`src/rtl/subinst_fanin_arb5.sv`:
```
// subinst_fanin_arb5: five-source round-robin fan-in into a single output
// holding register with valid/ready handshakes on both sides.
// A new word can be loaded in the same cycle the held word is accepted,
// so a continuously ready downstream sees one word per cycle.
// Optional feature macro: SUBINST_FANIN_ARB5_GRANT_CNT_EN adds per-source
// saturating 8-bit grant counters; without it grant_cnt is tied to zero.
module subinst_fanin_arb5 #(
  parameter int DATA_W = 8
) (
  input  logic                clk,
  input  logic                rst_n,
  input  logic [4:0]          in_valid,
  input  logic [5*DATA_W-1:0] in_data,
  output logic [4:0]          in_ready,
  output logic                out_valid,
  output logic [DATA_W-1:0]   out_data,
  output logic [2:0]          out_src,
  input  logic                out_ready,
  output logic [39:0]         grant_cnt
);

  typedef enum logic {
    ST_EMPTY = 1'b0,
    ST_FULL  = 1'b1
  } state_t;

  state_t            r_state;
  state_t            w_state_nxt;
  logic [2:0]        r_last_grant;
  logic [DATA_W-1:0] r_data;
  logic [2:0]        r_src;
  logic              w_load_slot;
  logic              w_found;
  logic [2:0]        w_grant_idx;
  logic              w_xfer;

  // Round-robin search: first valid source after the last grant, wrapping 4 -> 0
  always_comb begin
    logic [3:0] v_cand;
    w_found     = 1'b0;
    w_grant_idx = 3'd0;
    v_cand      = 4'd0;
    for (int k = 1; k <= 5; k++) begin
      v_cand = {1'b0, r_last_grant} + 4'(k);
      if (v_cand >= 4'd5) v_cand = v_cand - 4'd5;
      if (!w_found && in_valid[v_cand[2:0]]) begin
        w_found     = 1'b1;
        w_grant_idx = v_cand[2:0];
      end
    end
  end

  // Next state and ready: only grant when the holding register is free or draining
  always_comb begin
    w_state_nxt = r_state;
    in_ready    = 5'b0;
    w_xfer      = 1'b0;
    w_load_slot = (r_state == ST_EMPTY) || out_ready;
    if (w_load_slot && w_found) begin
      in_ready[w_grant_idx] = 1'b1;
      w_xfer                = 1'b1;
    end
    case (r_state)
      ST_EMPTY: if (w_xfer) w_state_nxt = ST_FULL;
      ST_FULL:  if (out_ready && !w_xfer) w_state_nxt = ST_EMPTY;
      default:  w_state_nxt = ST_EMPTY;
    endcase
  end

  // State register
  always_ff @(posedge clk or negedge rst_n) begin
    if (!rst_n) r_state <= ST_EMPTY;
    else        r_state <= w_state_nxt;
  end

  // Holding register and priority pointer; last_grant resets to 4 so source 0 wins first
  always_ff @(posedge clk or negedge rst_n) begin
    if (!rst_n) begin
      r_data       <= '0;
      r_src        <= 3'd0;
      r_last_grant <= 3'd4;
    end else if (w_xfer) begin
      r_data       <= in_data[w_grant_idx*DATA_W +: DATA_W];
      r_src        <= w_grant_idx;
      r_last_grant <= w_grant_idx;
    end
  end

  assign out_valid = (r_state == ST_FULL);
  assign out_data  = r_data;
  assign out_src   = r_src;

`ifdef SUBINST_FANIN_ARB5_GRANT_CNT_EN
  logic [4:0][7:0] r_grant_cnt;

  // Per-source grant counters, saturating at 255
  always_ff @(posedge clk or negedge rst_n) begin
    if (!rst_n) begin
      r_grant_cnt <= '0;
    end else begin
      for (int i = 0; i < 5; i++) begin
        if (w_xfer && (w_grant_idx == 3'(i)) && (r_grant_cnt[i] != 8'hFF))
          r_grant_cnt[i] <= r_grant_cnt[i] + 8'd1;
      end
    end
  end

  assign grant_cnt = r_grant_cnt;
`else
  assign grant_cnt = 40'd0;
`endif

endmodule

```
`config.mk`:
```
export PLATFORM = sky130hd
export DESIGN_NAME = subinst_fanin_arb5
export DESIGN_NICKNAME = d
export VERILOG_FILES = /design/src/rtl/subinst_fanin_arb5.sv
export SDC_FILE = /design/constraint.sdc
export NUM_CORES = 1
export LEC_CHECK = 0
export ABC_CLOCK_PERIOD_IN_PS = 6200
export BUFFER_PORTS_ARGS = -buffer_cell sky130_fd_sc_hd__buf_2
export CAP_MARGIN = 10
export CORE_MARGIN = 1.5
export CORE_UTILIZATION = 48
export DETAILED_ROUTE_END_ITERATION = 7
export GPL_ROUTABILITY_DRIVEN = 0
export PLACE_DENSITY_LB_ADDON = 0.05
export SLEW_MARGIN = 20
export SYNTH_ARGS = -nofsm -noshare
export SYNTH_HDL_FRONTEND = slang
export SYNTH_SLANG_ARGS = --single-unit
```
`constraint.sdc`:
```
create_clock -name clk -period 6.2 [get_ports clk]
set_input_delay 1.24 -clock clk [delete_from_list [all_inputs] [get_ports clk]]
set_output_delay 1.24 -clock clk [all_outputs]
set_load 0.02 [all_outputs]
```
==> impl_results.md, run 1 <==
- Detailed router's first-iteration violation count: 142
- PortBufs: 64
- Clk slew on worst S/H paths: 50 ps
- R2r setup slk: 1590 ps
- CTS root buf: clkbuf_8
- Min-Delay Path Depth: 1
- Max-slew violations: 0
- Worst Path Required: 4960 ps
- Die Area: 5070 sq um
- FILL cells: 431
- Vias in the first global route: 1924
- Vias per inst: 5.62
- Final hold vios: 0
- F_max: 0.181 GHz
- Die Height: 71.2 microns
- Min Tclk post-route: 5510 ps
- CP startpoint kind: flop
- MaxCap Viol Count: 0
- Initial antenna violation count: 0
- Synth Warn #: 0
- Area Overhead vs Synth: 9.75%
- Die width: 71.2 microns
- Routed WL per cell: 15.1 microns
- Worst hold path class: flop to flop
- Hold endpoint: out_src[2]
- Synth top area cells: buf_4 14%, dfrtp_1 13%, mux2i_1 6.7%, ha_1 5.6%, a2111oi_0 3.1%
- Worst Clk Skew: 6.90 ps
- Unrepaired setup endpoints after global routing: false
- Routed Antenna Nets: 0
- Rel. slew slack: 0.409
- Async set-reset flop share out of synthesis: 1.00
- Global Route Usage Sum: 0.223
- Sink Count: 13
- Final Cycle Share: 0.889
- Final setup viols: 0
- Critical Path Most Common Cell: ha_1
- FF-to-FF End: out_data[5]
- Setup bufs post-CTS: 0
- Post-CTS Hold Buffers: 0
- EDFF count, synth: 0
- Synth top area share: 0.145
- Post_cts resized: 0
- First-pass GRT wire length: 9280 microns
- Post-route worst setup slack: 688 ps
- Largest net degree at the start of global routing: 33
- Residual DRC: 0
- Flops & latches, synth: 13
- # rows: 24
- Final hold slack: 499 ps
- # H-tree levels: 1
- Syn avg cell area: 8.43 sq um
- Worst Path Buf+Inv: 3
- Netlist cell types: 65
- Worst Hold Launch: out_src[2]
- Critical Path End Type: output pin
- Vias: 2095
- Nets@finish: 381
- Clk_lat worst skew: 240 ps
- Worst Max-Slew Pin Slew: 885 ps
- CP max stage delay: 590 ps
- Worst-path cell with the longest stage delay: dfrtp_1
- Commonest register cell after synthesis: dfrtp_1
- Ports: 105
- Crit path depth: 13
- Largest delay share family, worst path: simple AND/OR/NAND/NOR gates
- Reg2reg path depth: 12
- Area leader, netlist: buf_4
- Mapped Area: 2230 sq um
- DRT Pass-1 Iters: 4
- Data arrival, critical path: 4270 ps
- Setup WS pre-CTS: 846 ps
- Count leader, synth: buf_4
- Crit-path cells: inv_1 > ha_1 > ha_1 > a21boi_2 > mux2i_1 > a22o_1 > o21a_1 > or4b_4 > o31ai_4 > and2_4 > inv_2 > nor3b_1 > buf_2
- Cells after Synth: 265
- Outcome: complete, no violations
- Commonest cells post-synth: 43 x buf_4, 15 x mux2i_1, 14 x nand2_1
- Hpwl dp: 4290 microns
- CTS tree: built
- CTS Buf Count: 3
- Critical path type: flop to output pin
- Reg-to-reg critical path startpoint: r_last_grant[1]
- Final WL: 5620 microns
- Diode count: 0
- Sequential Area: 327 sq um
- Core footprint: 4410 sq um
- Area of the multi-input gates: 1630 sq um
- Setup TNS: 0 ps
- Crit path max fanout: 20
- Total gr overflow: 0
- Sequential area share after synthesis: 0.146
- Initial core utilization: 0.506
- Maximum clock path buffer count: 2
- Fraction of layout cells with a size suffix above 1: 0.293
logic make-up (layout without fill, tap and decap cells):
| kind of cell | count (synthesis) | count (layout) | synth area share |
|---|---|---|---|
| AO/OA/AOI/OAI | 86 | 86 | 0.293 |
| XOR/XNOR | 5 | 5 | 0.0196 |
| adder cells (fa/ha/maj) | 11 | 11 | 0.0650 |
| buffers and inverters | 64 | 81 | 0.189 |
| flip-flops | 13 | 13 | 0.146 |
| multiplexers | 18 | 18 | 0.0924 |
| other | 1 | 40 | 0.00168 |
| AND/OR/NAND/NOR | 67 | 67 | 0.193 |
worst register-to-register path, stage by stage, from the launching register on:
cell	delay, ps
dfrtp_1	590
inv_1	280
ha_1	260
ha_1	390
a21boi_2	340
mux2i_1	230
a22o_1	210
o21a_1	300
nor4b_4	110
a221oi_1	390
nand2_1	390
nor2b_1	810
a211oi_1	170
worst max path at each step:
stage / from / endpoint / slack, ps
2_1_floorplan: in_valid[1] / in_ready[2] / 990
3_3_place_gp: in_valid[1] / in_ready[2] / 890
3_5_place_dp: in_valid[1] / in_ready[2] / 850
4_1_cts: r_last_grant[1] / in_ready[2] / 700
5_1_grt: r_last_grant[1] / in_ready[3] / 360
6_report: r_last_grant[1] / in_ready[2] / 690
state kept, by name, indices dropped and copies added (netlist names):
signal        flops
r_last_grant      3
out_src           1
out_valid         1
out_data          8
metal layers:
| layer | GRT usage | part of all wire | up-vias |
|---|---|---|---|
| li1 | - | - | 1021 |
| met1 | 0.312 | 0.43 | 960 |
| met2 | 0.366 | 0.47 | 106 |
| met3 | 0.0267 | 0.081 | 8 |
| met4 | 0.0608 | 0.014 | 0 |
| met5 | 0 | 0 | - |
cell type report:
type                       instances  area share
clock buffer                       4      0.0184
sequential                        13       0.133
tap                               52      0.0265
multi-input combinational        227       0.665
inverter                           9      0.0138
timing repair buffer              68       0.143
cell usage in the layout (no fill, tap or decap), drive strengths merged, types with 10 or more instances in the layout:
| master | instances |
|---|---|
| mux2i | 15 |
| a211oi | 11 |
| dfrtp | 12 |
| o21ai | 13 |
| nand2 | 15 |
| o22ai | 10 |
| ha | 10 |
| conb | 40 |
| buf | 68 |
| a21boi | 10 |
stage by stage:
stage	instances	instance area (sq um)	utilization
global placement	369	2410	0.545
detailed placement	369	2410	0.545
floorplan	304	2380	-
finish	373	2450	0.555
global route	373	2450	0.555
CTS	373	2450	0.555
Power of run 1 is not shown: default switching activity piles up to over one toggle a cycle in this logic, so the estimate is an artifact.
==> inputs of run 2 (changes only) <==
--- a/config.mk
+++ b/config.mk
@@ -13,6 +13,7 @@
 export DETAILED_ROUTE_END_ITERATION = 7
 export GPL_ROUTABILITY_DRIVEN = 0
 export PLACE_DENSITY_LB_ADDON = 0.05
+export RECOVER_POWER = 25
 export SLEW_MARGIN = 20
 export SYNTH_ARGS = -nofsm -noshare
 export SYNTH_HDL_FRONTEND = slang
==> run 2 against run 1 <==
Maximum frequency is 0.25% higher. Register-to-register slack hardly changed. First-iteration DRC count is 25% higher. Cell count stayed put. Clock skew hardly changed. Via count is 0.95% higher. Sequential share of layout area hardly changed. Worst setup slack better by 14 ps. Largest cell class unchanged.
==> impl_results.md, run 2 (synthesis gave the netlist of run 1 again) <==
- Outcome: complete, no violations (unchanged)
- Area Overhead vs Synth: 9.69% (was 9.75%)
- Initial core utilization: 0.506 (unchanged)
- Largest net degree at the start of global routing: 33 (unchanged)
- Vias in the first global route: 1924 (unchanged)
- Routed WL per cell: 15.1 microns (about the same)
- Global Route Usage Sum: 0.223 (unchanged)
- Setup TNS: 0 ps (unchanged)
- F_max: 0.182 GHz (was 0.181 GHz)
- Final Cycle Share: 0.887 (was 0.889)
- Most common cell after layout, fill and taps aside: buf_2 (unchanged)
- Vias per inst: 5.67 (was 5.62)
- Final hold vios: 0 (unchanged)
- # rows: 24 (unchanged)
- Post_cts resized: 0 (unchanged)
- Min Tclk post-route: 5500 ps (was 5510 ps)
- Ports: 105 (unchanged)
- Data arrival, critical path: 4260 ps (was 4270 ps)
- Critical Path End Type: output pin (unchanged)
- Worst Clk Skew: 7.17 ps (was 6.90 ps)
- Post-CTS Hold Buffers: 0 (unchanged)
- CTS Buf Count: 3 (unchanged)
- Detailed router's first-iteration violation count: 178 (was 142)
- First-pass GRT wire length: 9280 microns (unchanged)
- Crit path max fanout: 20 (unchanged)
- Hpwl dp: 4290 microns (unchanged)
- Total gr overflow: 0 (unchanged)
- MaxCap Viol Count: 0 (unchanged)
- Min-Delay Path Depth: 1 (unchanged)
- FILL cells: 431 (unchanged)
- Rel. slew slack: 0.415 (was 0.409)
- Residual DRC: 0 (unchanged)
- Clk slew on worst S/H paths: 50 ps (about the same)
- Diode count: 0 (unchanged)
- Critical path type: flop to output pin (unchanged)
- CTS root buf: clkbuf_8 (unchanged)
- Initial antenna violation count: 0 (unchanged)
- Nets@finish: 381 (unchanged)
- CP startpoint kind: flop (unchanged)
- Setup bufs post-CTS: 0 (unchanged)
- DRT Pass-1 Iters: 4 (unchanged)
- Worst Max-Slew Pin Slew: 876 ps (was 885 ps)
- CTS tree: built (unchanged)
- Max reg flops: 8 (unchanged)
- Max-slew violations: 0 (unchanged)
- Die Area: 5070 sq um (unchanged)
- PortBufs: 64 (unchanged)
- Die Height: 71.2 microns (unchanged)
- Routed Antenna Nets: 0 (unchanged)
- Die width: 71.2 microns (unchanged)
- Reg2reg path depth: 13 (was 12)
- Maximum clock path buffer count: 2 (unchanged)
- Clk_lat worst skew: 240 ps (about the same)
- Sink Count: 13 (unchanged)
- Vias: 2115 (was 2095)
- Core footprint: 4410 sq um (unchanged)
- Most frequent cells in the layout: 63 x buf_2, 40 x conb_1, 15 x mux2i_1 (was 64 x buf_2, 40 x conb_1, 15 x mux2i_1)
- Final setup viols: 0 (unchanged)
- # H-tree levels: 1 (unchanged)
- Worst hold path class: flop to flop (unchanged)
- Final WL: 5640 microns (was 5620 microns)
- Worst Path Required: 4960 ps (about the same)
- Fraction of layout cells with a size suffix above 1: 0.290 (was 0.293)
- Unrepaired setup endpoints after global routing: false (unchanged)
==> run 2: cell types whose count changed in the layout (fill, tap and decap cells not counted), sizes merged <==
cell	previous run	this run
buf	68	67
clkbuf	4	5
==> run 2: metrics by stage <==
step                      hold slack, ps  utilization  cell area [sq um]  cells  setup slack, ps
after CTS                            503        0.555               2450    373              704
after global placement               483        0.545               2410    369              890
after floorplan                      609            -               2380    304              992
final                                498        0.555               2450    373              701
after global routing                 524        0.555               2450    373              359
after detailed placement             488        0.545               2410    369              846
==> run 2: worst max-delay path, stage by stage (launching register included) <==
cell      delay, ps
dfrtp_1         590
inv_1           280
ha_1            260
ha_1            390
a21boi_2        330
mux2i_1         120
a22o_1          280
o21a_1          280
or4b_4          580
o31ai_4         110
and2_4          370
inv_2            60
nor3b_1         180
buf_2           190
==> run 2: cell type report <==
cell class,count,area (sq um),area share
Multi-Input combinational cell,227,1630,0.665
Timing Repair Buffer,68,349,0.142
Sequential cell,13,327,0.133
Tap cell,52,65.1,0.0266
Clock buffer,4,45.0,0.0184
Inverter,9,33.8,0.0138
==> run 2: worst paths after layout <==
kind / start / to / slack, ps
min in group asynchronous: rst_n / out_data[1] / 1030
worst max register to register: r_last_grant[1] / out_data[5] / 1600
worst min-delay path: out_src[2] / out_src[2] / 500
worst min register to register: out_src[2] / out_src[2] / 500
worst max-delay path: r_last_grant[1] / in_ready[2] / 700
max in group asynchronous: rst_n / r_last_grant[0] / 4710
==> run 2: metal layers <==
| layer | vias up | track usage | routed length [microns] |
|---|---|---|---|
| met5 | - | 0 | 0 |
| met4 | 0 | 0.0608 | 82 |
| met3 | 10 | 0.0267 | 493 |
| met2 | 113 | 0.366 | 2680 |
| met1 | 967 | 0.312 | 2390 |
| li1 | 1025 | - | - |
Power of run 2 is left out for the same reason.
